File: src/rtl/button_bit_encoder.sv
// Synchronizes and debounces two push-buttons, encoding each accepted press as a
// one-cycle bit strobe (button[0] -> 0, button[1] -> 1) in the system clock domain.
//
// state | meaning
// IDLE  | no debounced button held; waiting for a press
// HELD  | a press (or conflict) was handled; waiting for both buttons released
module button_bit_encoder #(
  parameter int TICK_DIV       = 524288,
  parameter int STABLE_SAMPLES = 3
) (
  input  logic       clk,
  input  logic       clr,
  input  logic [1:0] button,
  output logic       bit_valid,
  output logic       bit_data,
  output logic       conflict,
  output logic       busy,
  output logic [1:0] db_level,
  output logic [7:0] press_cnt
);

  localparam int              CNT_W     = $clog2(TICK_DIV);
  localparam logic [CNT_W-1:0] TICK_LAST = CNT_W'(TICK_DIV - 1);
  localparam logic [3:0]      RUN_TGT   = 4'(STABLE_SAMPLES);

  typedef enum logic {IDLE, HELD} state_t;

  logic [1:0]       sync1_q, sync1_d, sync2_q, sync2_d;
  logic [CNT_W-1:0] tick_cnt_q, tick_cnt_d;
  logic             tick;
  logic [1:0][3:0]  run_q, run_d;
  logic [1:0]       db_q, db_d, db_prev_q, db_prev_d, rise_q, rise_d;
  state_t           state_q, state_d;
  logic             bit_valid_q, bit_valid_d, bit_data_q, bit_data_d;
  logic             conflict_q, conflict_d;
  logic [7:0]       press_cnt_q, press_cnt_d;

  // Front end: synchronizer, tick divider, debounce and registered edge detect
  always_comb begin
    sync1_d    = button;
    sync2_d    = sync1_q;
    tick       = (tick_cnt_q == TICK_LAST);
    tick_cnt_d = tick ? '0 : tick_cnt_q + CNT_W'(1);
    db_d       = db_q;
    run_d      = run_q;
    for (int i = 0; i < 2; i++) begin
      if (tick) begin
        if (sync2_q[i] != db_q[i]) begin
          if (run_q[i] + 4'd1 == RUN_TGT) begin
            db_d[i]  = ~db_q[i];
            run_d[i] = '0;
          end else begin
            run_d[i] = run_q[i] + 4'd1;
          end
        end else begin
          run_d[i] = '0;
        end
      end
    end
    db_prev_d = db_q;
    rise_d    = db_q & ~db_prev_q;
  end

  always_comb begin
    state_d     = state_q;
    bit_valid_d = 1'b0;
    bit_data_d  = bit_data_q;
    conflict_d  = 1'b0;
    press_cnt_d = press_cnt_q;
    case (state_q)
      IDLE: begin
        if (&rise_q) begin
          conflict_d = 1'b1;
          state_d    = HELD;
        end else if (rise_q[0] && !db_q[1]) begin
          bit_valid_d = 1'b1;
          bit_data_d  = 1'b0;
          state_d     = HELD;
        end else if (rise_q[1] && !db_q[0]) begin
          bit_valid_d = 1'b1;
          bit_data_d  = 1'b1;
          state_d     = HELD;
        end
      end
      HELD: begin
        if (db_q == 2'b00) state_d = IDLE;
      end
      default: state_d = IDLE;
    endcase
    // Count alongside the strobe so press_cnt updates in the same edge as bit_valid
    if (bit_valid_d) press_cnt_d = press_cnt_q + 8'd1;
  end

  always_ff @(posedge clk or negedge clr) begin
    if (!clr) begin
      sync1_q     <= '0;
      sync2_q     <= '0;
      tick_cnt_q  <= '0;
      run_q       <= '0;
      db_q        <= '0;
      db_prev_q   <= '0;
      rise_q      <= '0;
      state_q     <= IDLE;
      bit_valid_q <= 1'b0;
      bit_data_q  <= 1'b0;
      conflict_q  <= 1'b0;
      press_cnt_q <= '0;
    end else begin
      sync1_q     <= sync1_d;
      sync2_q     <= sync2_d;
      tick_cnt_q  <= tick_cnt_d;
      run_q       <= run_d;
      db_q        <= db_d;
      db_prev_q   <= db_prev_d;
      rise_q      <= rise_d;
      state_q     <= state_d;
      bit_valid_q <= bit_valid_d;
      bit_data_q  <= bit_data_d;
      conflict_q  <= conflict_d;
      press_cnt_q <= press_cnt_d;
    end
  end

  assign bit_valid = bit_valid_q;
  assign bit_data  = bit_data_q;
  assign conflict  = conflict_q;
  assign busy      = (state_q != IDLE);
  assign db_level  = db_q;
  assign press_cnt = press_cnt_q;

endmodule

File: config.mk
export PLATFORM = sky130hd
export DESIGN_NAME = button_bit_encoder
export DESIGN_NICKNAME = d
export VERILOG_FILES = /design/src/rtl/button_bit_encoder.sv
export SDC_FILE = /design/constraint.sdc
export NUM_CORES = 1
export LEC_CHECK = 0
export ABC_AREA = 1
export BUFFER_PORTS_ARGS = -buffer_cell sky130_fd_sc_hd__buf_2
export CORE_MARGIN = 2
export CORE_UTILIZATION = 35
export CTS_BUF_LIST = sky130_fd_sc_hd__clkbuf_16
export DETAILED_ROUTE_END_ITERATION = 8
export PLACE_DENSITY = 0.58
export SKIP_CTS_REPAIR_TIMING = 1
export SLEW_MARGIN = 5
export SYNTH_ARGS = -nofsm -noshare
export SYNTH_HDL_FRONTEND = slang
export SYNTH_SLANG_ARGS = --single-unit
File: constraint.sdc
create_clock -name clk -period 1.44 [get_ports clk]
set_input_delay 0 -clock clk [delete_from_list [all_inputs] [get_ports clk]]
set_output_delay 0 -clock clk [all_outputs]
set_load 0.05 [all_outputs]
After elaboration in Yosys (flattened, before gate mapping)
Cells that the tools add are included.

Flip-flop bits (word level): 49. Output and inout bits: 14.

Add/sub/neg operators: 4. Equality and inequality tests: 5. Mux-type cells: 16. Bitwise gates (word level): 6. Reductions and logical operators: 10.

Operators by type and width (number): $add A19 B1 Y19 const B (1); $eq A19 B19 Y1 const B (1); $mux W19 (1); $mux W4 (4); $mux W1 (10); $reduce_and A3 Y1 (3); $add A4 B1 Y4 const B (2); $add A8 B1 Y8 const B (1); $eq A4 B2 Y1 const B (2); $not A1 Y1 (4); $and A2 B2 Y2 (1); $logic_and A1 B1 Y1 (2); $logic_not A1 Y1 (2); $logic_not A2 Y1 (1); $ne A1 B1 Y1 (2); $not A2 Y2 (1); $pmux W1 S2 (1); $reduce_and A2 Y1 (1); $reduce_bool A2 Y1 (1).

Logic depth before layout (Yosys ltp)
Gate-level depths: netlist of run 1.

Depth after elaboration: 6. Depth in mapped cells: 9.

Worst setup path before layout of run 1
Ideal clock, no wire load.

Path kind: reg-to-reg. Start: reg db_q[1], in the netlist db_level[1]. End: reg press_cnt_q[3], in the netlist press_cnt[3]. Arrival: 1.390 ns. Required time: 1.297 ns. Path slack: -0.094 ns. Cell stages (with the launch flop): 8. Path buffers: 0. Path through: dfrtp_1 inv_1 nand2_1 o21ai_1 nand2_1 inv_2 nand2_1 xnor2_1.

Word-level cells in the longest chain between the ends: 5.

RTL lines: start: declaration (line 32) `logic [1:0] db_q, db_d, db_prev_q, db_prev_d, rise_q, rise_d;`; start signal: assignment (line 100) `db_q <= '0;`; start signal: assignment (line 113) `db_q <= db_d;`; $logic_not A1 Y1 (line 75) `end else if (rise_q[0] && !db_q[1]) begin`; $logic_and A1 B1 Y1 (line 75); $mux W1 (line 75); $mux W1 (line 72) `if (&rise_q) begin`; $mux W1 (line 70) `case (state_q)`; net bit_valid_d (line 34) `logic bit_valid_q, bit_valid_d, bit_data_q, bit_data_d;`; end signal: assignment (line 120) `press_cnt_q <= press_cnt_d;`; end: declaration (line 36) `logic [7:0] press_cnt_q, press_cnt_d;`.

The timed path passes the listed nets, and every way through them passes these cells. A chain may end at the register's enable or synchronous reset.

Worst setup path in the final report of run 1
Start: reg tick_cnt_q[1]. End: reg run_q[7] (netlist name).

Word-level cells in the longest chain between the ends: 1.

RTL lines: start: declaration (line 29) `logic [CNT_W-1:0] tick_cnt_q, tick_cnt_d;`; start signal: assignment (line 111) `tick_cnt_q <= tick_cnt_d;`; $eq A19 B19 Y1 (line 42) `tick = (tick_cnt_q == TICK_LAST);`; end signal: assignment (line 112) `run_q <= run_d;`; end: declaration (line 31) `logic [1:0][3:0] run_q, run_d;`.

Every way passes these cells.

==> results of run 1 <==
==> registers in the layout (all words and copies together) (netlist names) <==
name and count:
db_prev_q 2, conflict 1, tick_cnt_q 19, bit_data 1
sync2_q 2, bit_valid 1, sync1_q 2, press_cnt 8
rise_q 2, db_level 2, run_q 8, busy 1
==> synth_stat cells <==
| library cell | n | area share, % |
|---|---|---|
| nand2_1 | 75 | 11 |
| o21ai_2 | 4 | 1.4 |
| nor3_1 | 3 | 0.61 |
| nor2_2 | 3 | 0.77 |
| inv_1 | 42 | 6.4 |
| nand3_1 | 23 | 4.7 |
| nor3_4 | 1 | 0.66 |
| buf_6 | 1 | 0.46 |
| inv_2 | 1 | 0.15 |
| o21ai_1 | 3 | 0.61 |
| nor2_1 | 38 | 5.8 |
| xnor2_1 | 4 | 1.4 |
| a31oi_1 | 1 | 0.26 |
| o21ai_0 | 5 | 1.0 |
| a21oi_1 | 1 | 0.20 |
| dfrtp_1 | 49 | 50 |
| nand3b_1 | 1 | 0.31 |
| nand2_2 | 6 | 1.5 |
| a32oi_1 | 1 | 0.36 |
| nand3_4 | 1 | 0.71 |
| nand4_1 | 9 | 2.3 |
| ha_1 | 6 | 3.1 |
| xor2_1 | 16 | 5.7 |
==> power groups by stage <==
stage | Combinational, mW | Clock (mW) | Sequential, mW
2_1_floorplan | 0.00489 | 0 | 1.41
3_3_place_gp | 0.0453 | 0 | 1.41
3_5_place_dp | 0.0452 | 0 | 1.41
4_1_cts | 0.0450 | 1.19 | 1.38
5_1_grt | 0.0565 | 1.24 | 1.38
6_report | 0.0483 | 1.15 | 1.38
==> worst max-delay path, stage by stage (launching register included) <==
cell and delay [ns]:
dfrtp_1 0.39, ha_4 0.17, nand3_4 0.09, nor3_4 0.27, nand3_4 0.16, clkbuf_16 0.20
nand2_2 0.06, o21ai_2 0.05
==> metrics by stage <==
step / hold WS [ns] / setup slack, ns / TNS [ns] / util, %
floorplan: -0.296 / 0.0175 / 0 / -
global placement: 0.0100 / -0.0239 / -0.0842 / 41.6
finish: 0.231 / -0.0543 / -0.313 / 46.1
global route: 0.245 / -0.118 / -2.01 / 46.1
CTS: -0.300 / -0.0450 / -0.537 / 43.7
detailed placement: 0.00832 / -0.0377 / -0.339 / 41.6
==> area by class of cell <==
| cell class | instances | area [um^2] |
|---|---|---|
| clock buffers | 5 | 125 |
| clock inverters | 3 | 22.5 |
| fillers | 662 | 3660 |
| inverters | 43 | 165 |
| multi-input cells | 201 | 1140 |
| flip-flops and latches | 49 | 1230 |
| well taps | 96 | 120 |
| repair buffers | 42 | 327 |
==> kinds of logic after synthesis <==
family / count (synthesis)
flip-flops: 49
AO/OA/AOI/OAI: 15
XOR/XNOR: 20
adder cells (fa/ha/maj): 6
buffers and inverters: 44
AND/OR/NAND/NOR: 160
==> layer usage <==
metal  track usage [%]  vias up  wire (um)
li1                  -     1016          -
met1              18.0      918       2390
met2              21.1       36       2150
met3              2.92        4        184
met4              2.94        0         29
met5                 0        -          0
==> worst paths after layout <==
check                                  to  cells past startpoint  slack [ns]           from
max                              run_q[7]                      7       -0.05  tick_cnt_q[1]
min                        tick_cnt_q[11]                      3        0.23            clr
max reg2reg                      run_q[7]                      7       -0.05  tick_cnt_q[1]
min reg2reg                    sync2_q[1]                      0        0.35     sync1_q[1]
max in group asynchronous     db_level[1]                      3        0.97            clr
min in group clk               sync2_q[1]                      0        0.35     sync1_q[1]
==> qor.csv, run 1 <==
metric;value;unit
CTS tree;done;
RSZ-0062 raised after global routing;true;
FMAX;0.669;GHz
Clock Power Share;44.4;%
vias in the first global route;1843;
routed len/inst;10.8;um
register bit total from synthesis;49;
Worst Skew;0.00653;ns
XOR/XNOR Fraction of Synth Area;7.14;%
H-tree levels;2;
Mapped Avg Cell Area;8.34;um^2
Post-Place Cells;426;
die area;7690;um^2
simple-gate area share of the yosys netlist;28.9;%
Internal;2.04;mW
port bufs;17;
crit path DAT;1.67;ns
Seq/Total Area, Yosys;50.0;%
share of total power in sequential cells;53.7;%
slew margin rel.;77.4;%
Worst Setup Start Kind;flop;
DRT iter0 DRCs;63;
Final Hold Vio Count;0;
synth unique cells;23;
Worst EP required;1.62;ns
share of cells above drive strength 1;24.2;%
antenna violations before repair;0;
gr ovfl total;0;
CTS Sinks;49;
switching power;0.536;mW
Die Span Y;87.7;um
max-slew violation count;0;
Synth Area in Compound Gates;3.88;%
Hold Crit Class;primary input to async pin;
pwr dens;823;nW/um^2
worst-path maximum fanout;8;
Synth Area in Adders;3.06;%
clk_lat worst skew;0.29;ns
Post-DP HPWL;3360;um
Setup crit end kind;flop;
Layout Area Growth over Synthesis;27.8;%
DR DRC count;0;
outcome;complete, but fails checks;
clock-pin slew on the worst setup and hold paths;0.06;ns
violated checks;setup timing;
Mapped Nets;304;
Leakage;1.55;nW
largest family of logic cells by synthesized area;simple AND/OR/NAND/NOR gates;
commonest non-fill, non-tap cell in the layout;nand2_1;
CP Class;flop to flop;
Post-Synthesis Cell Area;2450;um^2
largest net degree at the start of global routing;50;
Synth Warn #;0;
mux cell area share after synthesis;0;%
Root Buffer;clkbuf_16;
final worst path period need;1.49;ns
fin nets;352;
Final Cell Area;3130;um^2
core area;6790;um^2
Design Power;2.58;mW
antenna cells;0;
Vias;1974;
final wirelength;4750;um
final setup violating endpoints;12;
width of the die;87.7;um
global placement routability congestion;0.822;
number of vias per cell;4.50;
# IOs;18;
Worst-Margin Slew;0.338;ns
Initial Utilization;36.1;%
CTS max path bufs;2;
Syn Inst Count;294;
Layout Cells excl Fill;439;
VDD IR-drop max;0.000445;V
number of nets still failing antenna checks after routing;0;
first-pass GRT wire length;8080;um
drt first pass iters;4;
# rows;30;
DP Area;2820;um^2
most frequent cells in the layout;nand2_1 (73), dfrtp_1 (46), inv_1 (41), nor2_1 (30), nand3_1 (20);
max cap viols;0;
gr usage total;13.0;%
fin crit share;104;%
Worst Setup Slack, final;-0.0543;ns
Sw Share;20.8;%
Gate power share;1.9;%
Num CTS Buffers;5;
Power figures use the tool's default switching activity.
==> inputs of run 2 (changes only) <==
--- a/config.mk
+++ b/config.mk
@@ -11,7 +11,7 @@
 export CORE_UTILIZATION = 35
 export CTS_BUF_LIST = sky130_fd_sc_hd__clkbuf_16
 export DETAILED_ROUTE_END_ITERATION = 8
-export PLACE_DENSITY = 0.58
+export PLACE_DENSITY = 0.6
 export SKIP_CTS_REPAIR_TIMING = 1
 export SLEW_MARGIN = 5
 export SYNTH_ARGS = -nofsm -noshare
==> qor.csv, run 2 (same netlist as run 1, synthesis figures left out) <==
metric;value;unit
outcome;complete, but fails checks;
violated checks;setup timing;
final worst path period need;1.48;ns
commonest non-fill, non-tap cell in the layout;nand2_1;
routed len/inst;11.0;um
slew margin rel.;78.9;%
delay of the slowest critical-path stage;0.40;ns
die area;7690;um^2
Num CTS Buffers;5;
Die Span Y;87.7;um
# IOs;18;
share of cells above drive strength 1;25.1;%
crit path DAT;1.66;ns
CTS tree;done;
Worst-Margin Slew;0.315;ns
final wirelength;4810;um
max FFs per register;19;
gr ovfl total;0;
pwr dens;821;nW/um^2
family with the most delay on the worst path;simple AND/OR/NAND/NOR gates;
Worst EP required;1.62;ns
DRT iter0 DRCs;117;
Root Buffer;clkbuf_16;
number of nets still failing antenna checks after routing;0;
Design Power;2.56;mW
clock-pin slew on the worst setup and hold paths;0.07;ns
Setup crit end kind;flop;
first-pass GRT wire length;8050;um
pre-CTS setup slack;-0.0501;ns
most flop-heavy register;tick_cnt_q;
antenna violations before repair;0;
largest net degree at the start of global routing;50;
Post-DP HPWL;3370;um
gr usage total;13.2;%
fin crit share;103;%
CTS max path bufs;2;
Worst Setup Slack, final;-0.0378;ns
max-slew violation count;0;
Leakage;1.55;nW
Initial Utilization;36.1;%
fin nets;352;
RSZ-0062 raised after global routing;true;
CP Class;flop to flop;
drt first pass iters;4;
Hold Crit Class;primary input to async pin;
number of vias per cell;4.48;
width of the die;87.7;um
global placement routability congestion;0.811;
vias in the first global route;1845;
final setup violating endpoints;16;
antenna cells;0;
worst-path maximum fanout;5;
CTS Sinks;49;
FMAX;0.677;GHz
Crit path top cell by count;nand3_4;
most frequent cells in the layout;nand2_1 (71), dfrtp_1 (43), inv_1 (41), nor2_1 (31), nand3_1 (20);
hold_ws;0.228;ns
clk_lat worst skew;0.28;ns
critical path's slowest cell;dfrtp_1;
crit-path cells;ha_4 > nand3_4 > nor3_4 > nand3_4 > buf_8 > nand2_1 > o21ai_2;
# rows;30;
WP buf/inv;1;
max cap viols;0;
Worst Setup Start Kind;flop;
Vias;1966;
Final Hold Vio Count;0;
port bufs;17;
fin util;46.0;%
core area;6790;um^2
Worst Skew;0.00467;ns
DR DRC count;0;
VDD IR-drop max;0.000397;V
H-tree levels;2;
Layout Area Growth over Synthesis;27.3;%
[run 2: cell type report]
| cell class | instances | area (um^2) |
|---|---|---|
| multi-input cells | 201 | 1140 |
| flip-flops and latches | 49 | 1230 |
| clock inverters | 3 | 17.5 |
| inverters | 43 | 165 |
| repair buffers | 42 | 322 |
| clock buffers | 5 | 125 |
| fillers | 658 | 3670 |
| well taps | 96 | 120 |
[run 2: worst paths after layout]
check | start | end | slack [ns] | cells past startpoint
max in group asynchronous | clr | run_q[1] | 0.96 | 3
setup reg to reg | tick_cnt_q[1] | run_q[0] | -0.04 | 7
min in group clk | sync1_q[0] | sync2_q[0] | 0.35 | 0
hold / removal | clr | tick_cnt_q[13] | 0.23 | 3
hold reg to reg | sync1_q[0] | sync2_q[0] | 0.35 | 0
setup / recovery | tick_cnt_q[1] | run_q[0] | -0.04 | 7
[run 2: worst min-delay path: stages]
cell and delay [ns]:
dlygate4sd3_1 0.52, buf_2 0.12, buf_12 0.25
[run 2: layer usage]
| layer | track usage (%) | vias to the layer above | wire length (um) |
|---|---|---|---|
| met1 | 17.4 | 916 | 2350 |
| met4 | 4.20 | 0 | 37 |
| met5 | 0 | - | 0 |
| li1 | - | 1021 | - |
| met3 | 3.11 | 5 | 126 |
| met2 | 21.7 | 24 | 2300 |
[run 2: through the flow]
step	cell area, um^2	cells	TNS, ns
2_1_floorplan	2450	294	0
3_3_place_gp	2810	426	0
3_5_place_dp	2810	426	-0.228
4_1_cts	2950	434	-0.319
5_1_grt	3120	439	-2.29
6_report	3120	439	-0.298
[run 2: report_power, final]
part	switching [mW]	leakage (nW)	internal, mW
Combinational	0.0323	0.825	0.0161
Sequential	0.00302	0.651	1.38
Clock	0.491	0.0754	0.640
Total	0.526	1.55	2.04
==> inputs of run 3 (changes only) <==
--- a/config.mk
+++ b/config.mk
@@ -11,9 +11,7 @@
 export CORE_UTILIZATION = 35
 export CTS_BUF_LIST = sky130_fd_sc_hd__clkbuf_16
 export DETAILED_ROUTE_END_ITERATION = 8
-export PLACE_DENSITY = 0.6
 export SKIP_CTS_REPAIR_TIMING = 1
-export SLEW_MARGIN = 5
 export SYNTH_ARGS = -nofsm -noshare
 export SYNTH_HDL_FRONTEND = slang
 export SYNTH_SLANG_ARGS = --single-unit
==> constraint.sdc (replaced) <==
create_clock -name clk -period 1.2 [get_ports clk]
set_input_delay 0 -clock clk [delete_from_list [all_inputs] [get_ports clk]]
set_output_delay 0 -clock clk [all_outputs]
set_load 0.05 [all_outputs]
==> qor.csv, run 3 (same netlist as run 1, synthesis figures left out) <==
metric;value;unit
CP endpoint;db_level[1];
antenna violations before repair;0;
RSZ-0062 raised after global routing;true;
Internal;2.44;mW
Worst Setup Start Kind;flop;
violated checks;setup timing;
worst-path maximum fanout;3;
hold_ws;0.232;ns
largest net degree at the start of global routing;50;
WP buf/inv;1;
Crit path top cell by count;nor2_4;
max FFs per register;19;
H-tree levels;2;
Num CTS Buffers;5;
crit-path cells;ha_4 > nand2_2 > nor2_4 > nand3_4 > nor2_4 > buf_6 > nand4_1 > nand2_1;
antenna cells;0;
CTS tree;done;
Root Buffer;clkbuf_16;
# IOs;18;
Post-DP HPWL;3650;um
delay of the slowest critical-path stage;0.39;ns
CP Class;flop to flop;
gr usage total;13.5;%
RR Endpoint;db_level[1];
switching power;0.620;mW
port bufs;17;
CTS Sinks;49;
Worst-Margin Slew;0.325;ns
Crit path depth;8;
# rows;30;
family with the most delay on the worst path;simple AND/OR/NAND/NOR gates;
outcome;complete, but fails checks;
Post-Place Cells;458;
critical path's slowest cell;dfrtp_1;
setup TNS;-4.05;ns
vias in the first global route;1882;
final wirelength;5050;um
Layout Area Growth over Synthesis;42.6;%
CTS max path bufs;2;
Worst Skew;0.00755;ns
final setup violating endpoints;27;
Worst Setup Slack, final;-0.212;ns
share of total power in sequential cells;54.3;%
Clock Power Share;43.8;%
max cap viols;0;
DRT iter0 DRCs;51;
drt first pass iters;4;
Worst EP required;1.42;ns
Sw Share;20.2;%
width of the die;87.7;um
clock-pin slew on the worst setup and hold paths;0.07;ns
Layout Cells excl Fill;474;
die area;7690;um^2
commonest non-fill, non-tap cell in the layout;nand2_1;
gr ovfl total;0;
FMAX;0.708;GHz
Vias;2082;
most flop-heavy register;tick_cnt_q;
core area;6790;um^2
worst-case reg-to-reg path depth;8;
fin nets;387;
Die Span Y;87.7;um
DR DRC count;0;
clk_lat worst skew;0.28;ns
fin util;51.5;%
most frequent cells in the layout;nand2_1 (69), buf_4 (51), inv_1 (38), dfrtp_1 (37), nor2_1 (22);
Gate power share;1.9;%
share of cells above drive strength 1;39.2;%
max-slew violation count;0;
first-pass GRT wire length;8250;um
global placement routability congestion;0.861;
Setup crit end kind;flop;
Leakage;1.70;nW
routed len/inst;10.7;um
Critical Path Start;tick_cnt_q[1];
Reg2Reg Setup Slack;-0.21;ns
crit path DAT;1.63;ns
Initial Utilization;36.1;%
final worst path period need;1.41;ns
pwr dens;875;nW/um^2
number of nets still failing antenna checks after routing;0;
Final Hold Vio Count;0;
RR Startpoint;tick_cnt_q[1];
number of vias per cell;4.39;
slew margin rel.;78.3;%
Hold Crit Class;primary input to async pin;
VDD IR-drop max;0.000683;V
fin crit share;118;%
## run 3: cell types whose count changed in the layout (fill, tap and decap cells not counted), moves of 5 or more
cell     change
buf_4       +33
dfrtp_1      -6
dfrtp_2      +6
nor2_1       -9
nor2_2       +5
## run 3: worst register-to-register path, delay by kind of cell, from the launching register on
kind          cells  cell delay, ns
fa+ha+maj         1            0.18
flops             1            0.39
buf+inv           1            0.11
simple gates      6            0.68
## run 3: stage by stage
stage                     power, mW  setup WS [ns]  instance area (um^2)
final                          3.06         -0.212                  3500
after global routing           3.19         -0.321                  3500
after CTS                      3.09         -0.281                  3290
after detailed placement       1.75         -0.249                  3150
after global placement         1.75         -0.224                  3150
after floorplan                1.70         -0.190                  2540
## run 3: final cells by class
cell class                 instances  area, um^2
clock buffer                       5         125
fill                             630        3300
tap                               96         120
sequential                        49        1240
multi-input combinational        201        1240
clock inverter                     3        17.5
timing repair buffer              77         583
inverter                          43         168
## run 3: power by group through the flow
stage | Clock (mW) | Sequential, mW | Combinational, mW
after global placement | 0 | 1.69 | 0.0528
after CTS | 1.37 | 1.66 | 0.0531
after detailed placement | 0 | 1.69 | 0.0530
after floorplan | 0 | 1.69 | 0.00587
final | 1.34 | 1.66 | 0.0579
after global routing | 1.46 | 1.66 | 0.0674
## run 3: routing by layer
layer	GRT usage, %	vias up	part of all wire (%)
met2	22.4	28	48
met5	0	-	0
met1	18.1	960	48
li1	-	1087	-
met3	3.11	7	2.9
met4	2.52	0	0.99
## run 3: how the worst min path moves through the flow
stage	cells after the start	end	start
floorplan	0	bit_data	clr
global placement	2	tick_cnt_q[11]	clr
finish	3	tick_cnt_q[11]	clr
CTS	2	tick_cnt_q[16]	clr
global route	3	press_cnt[0]	clr
detailed placement	2	tick_cnt_q[11]	clr
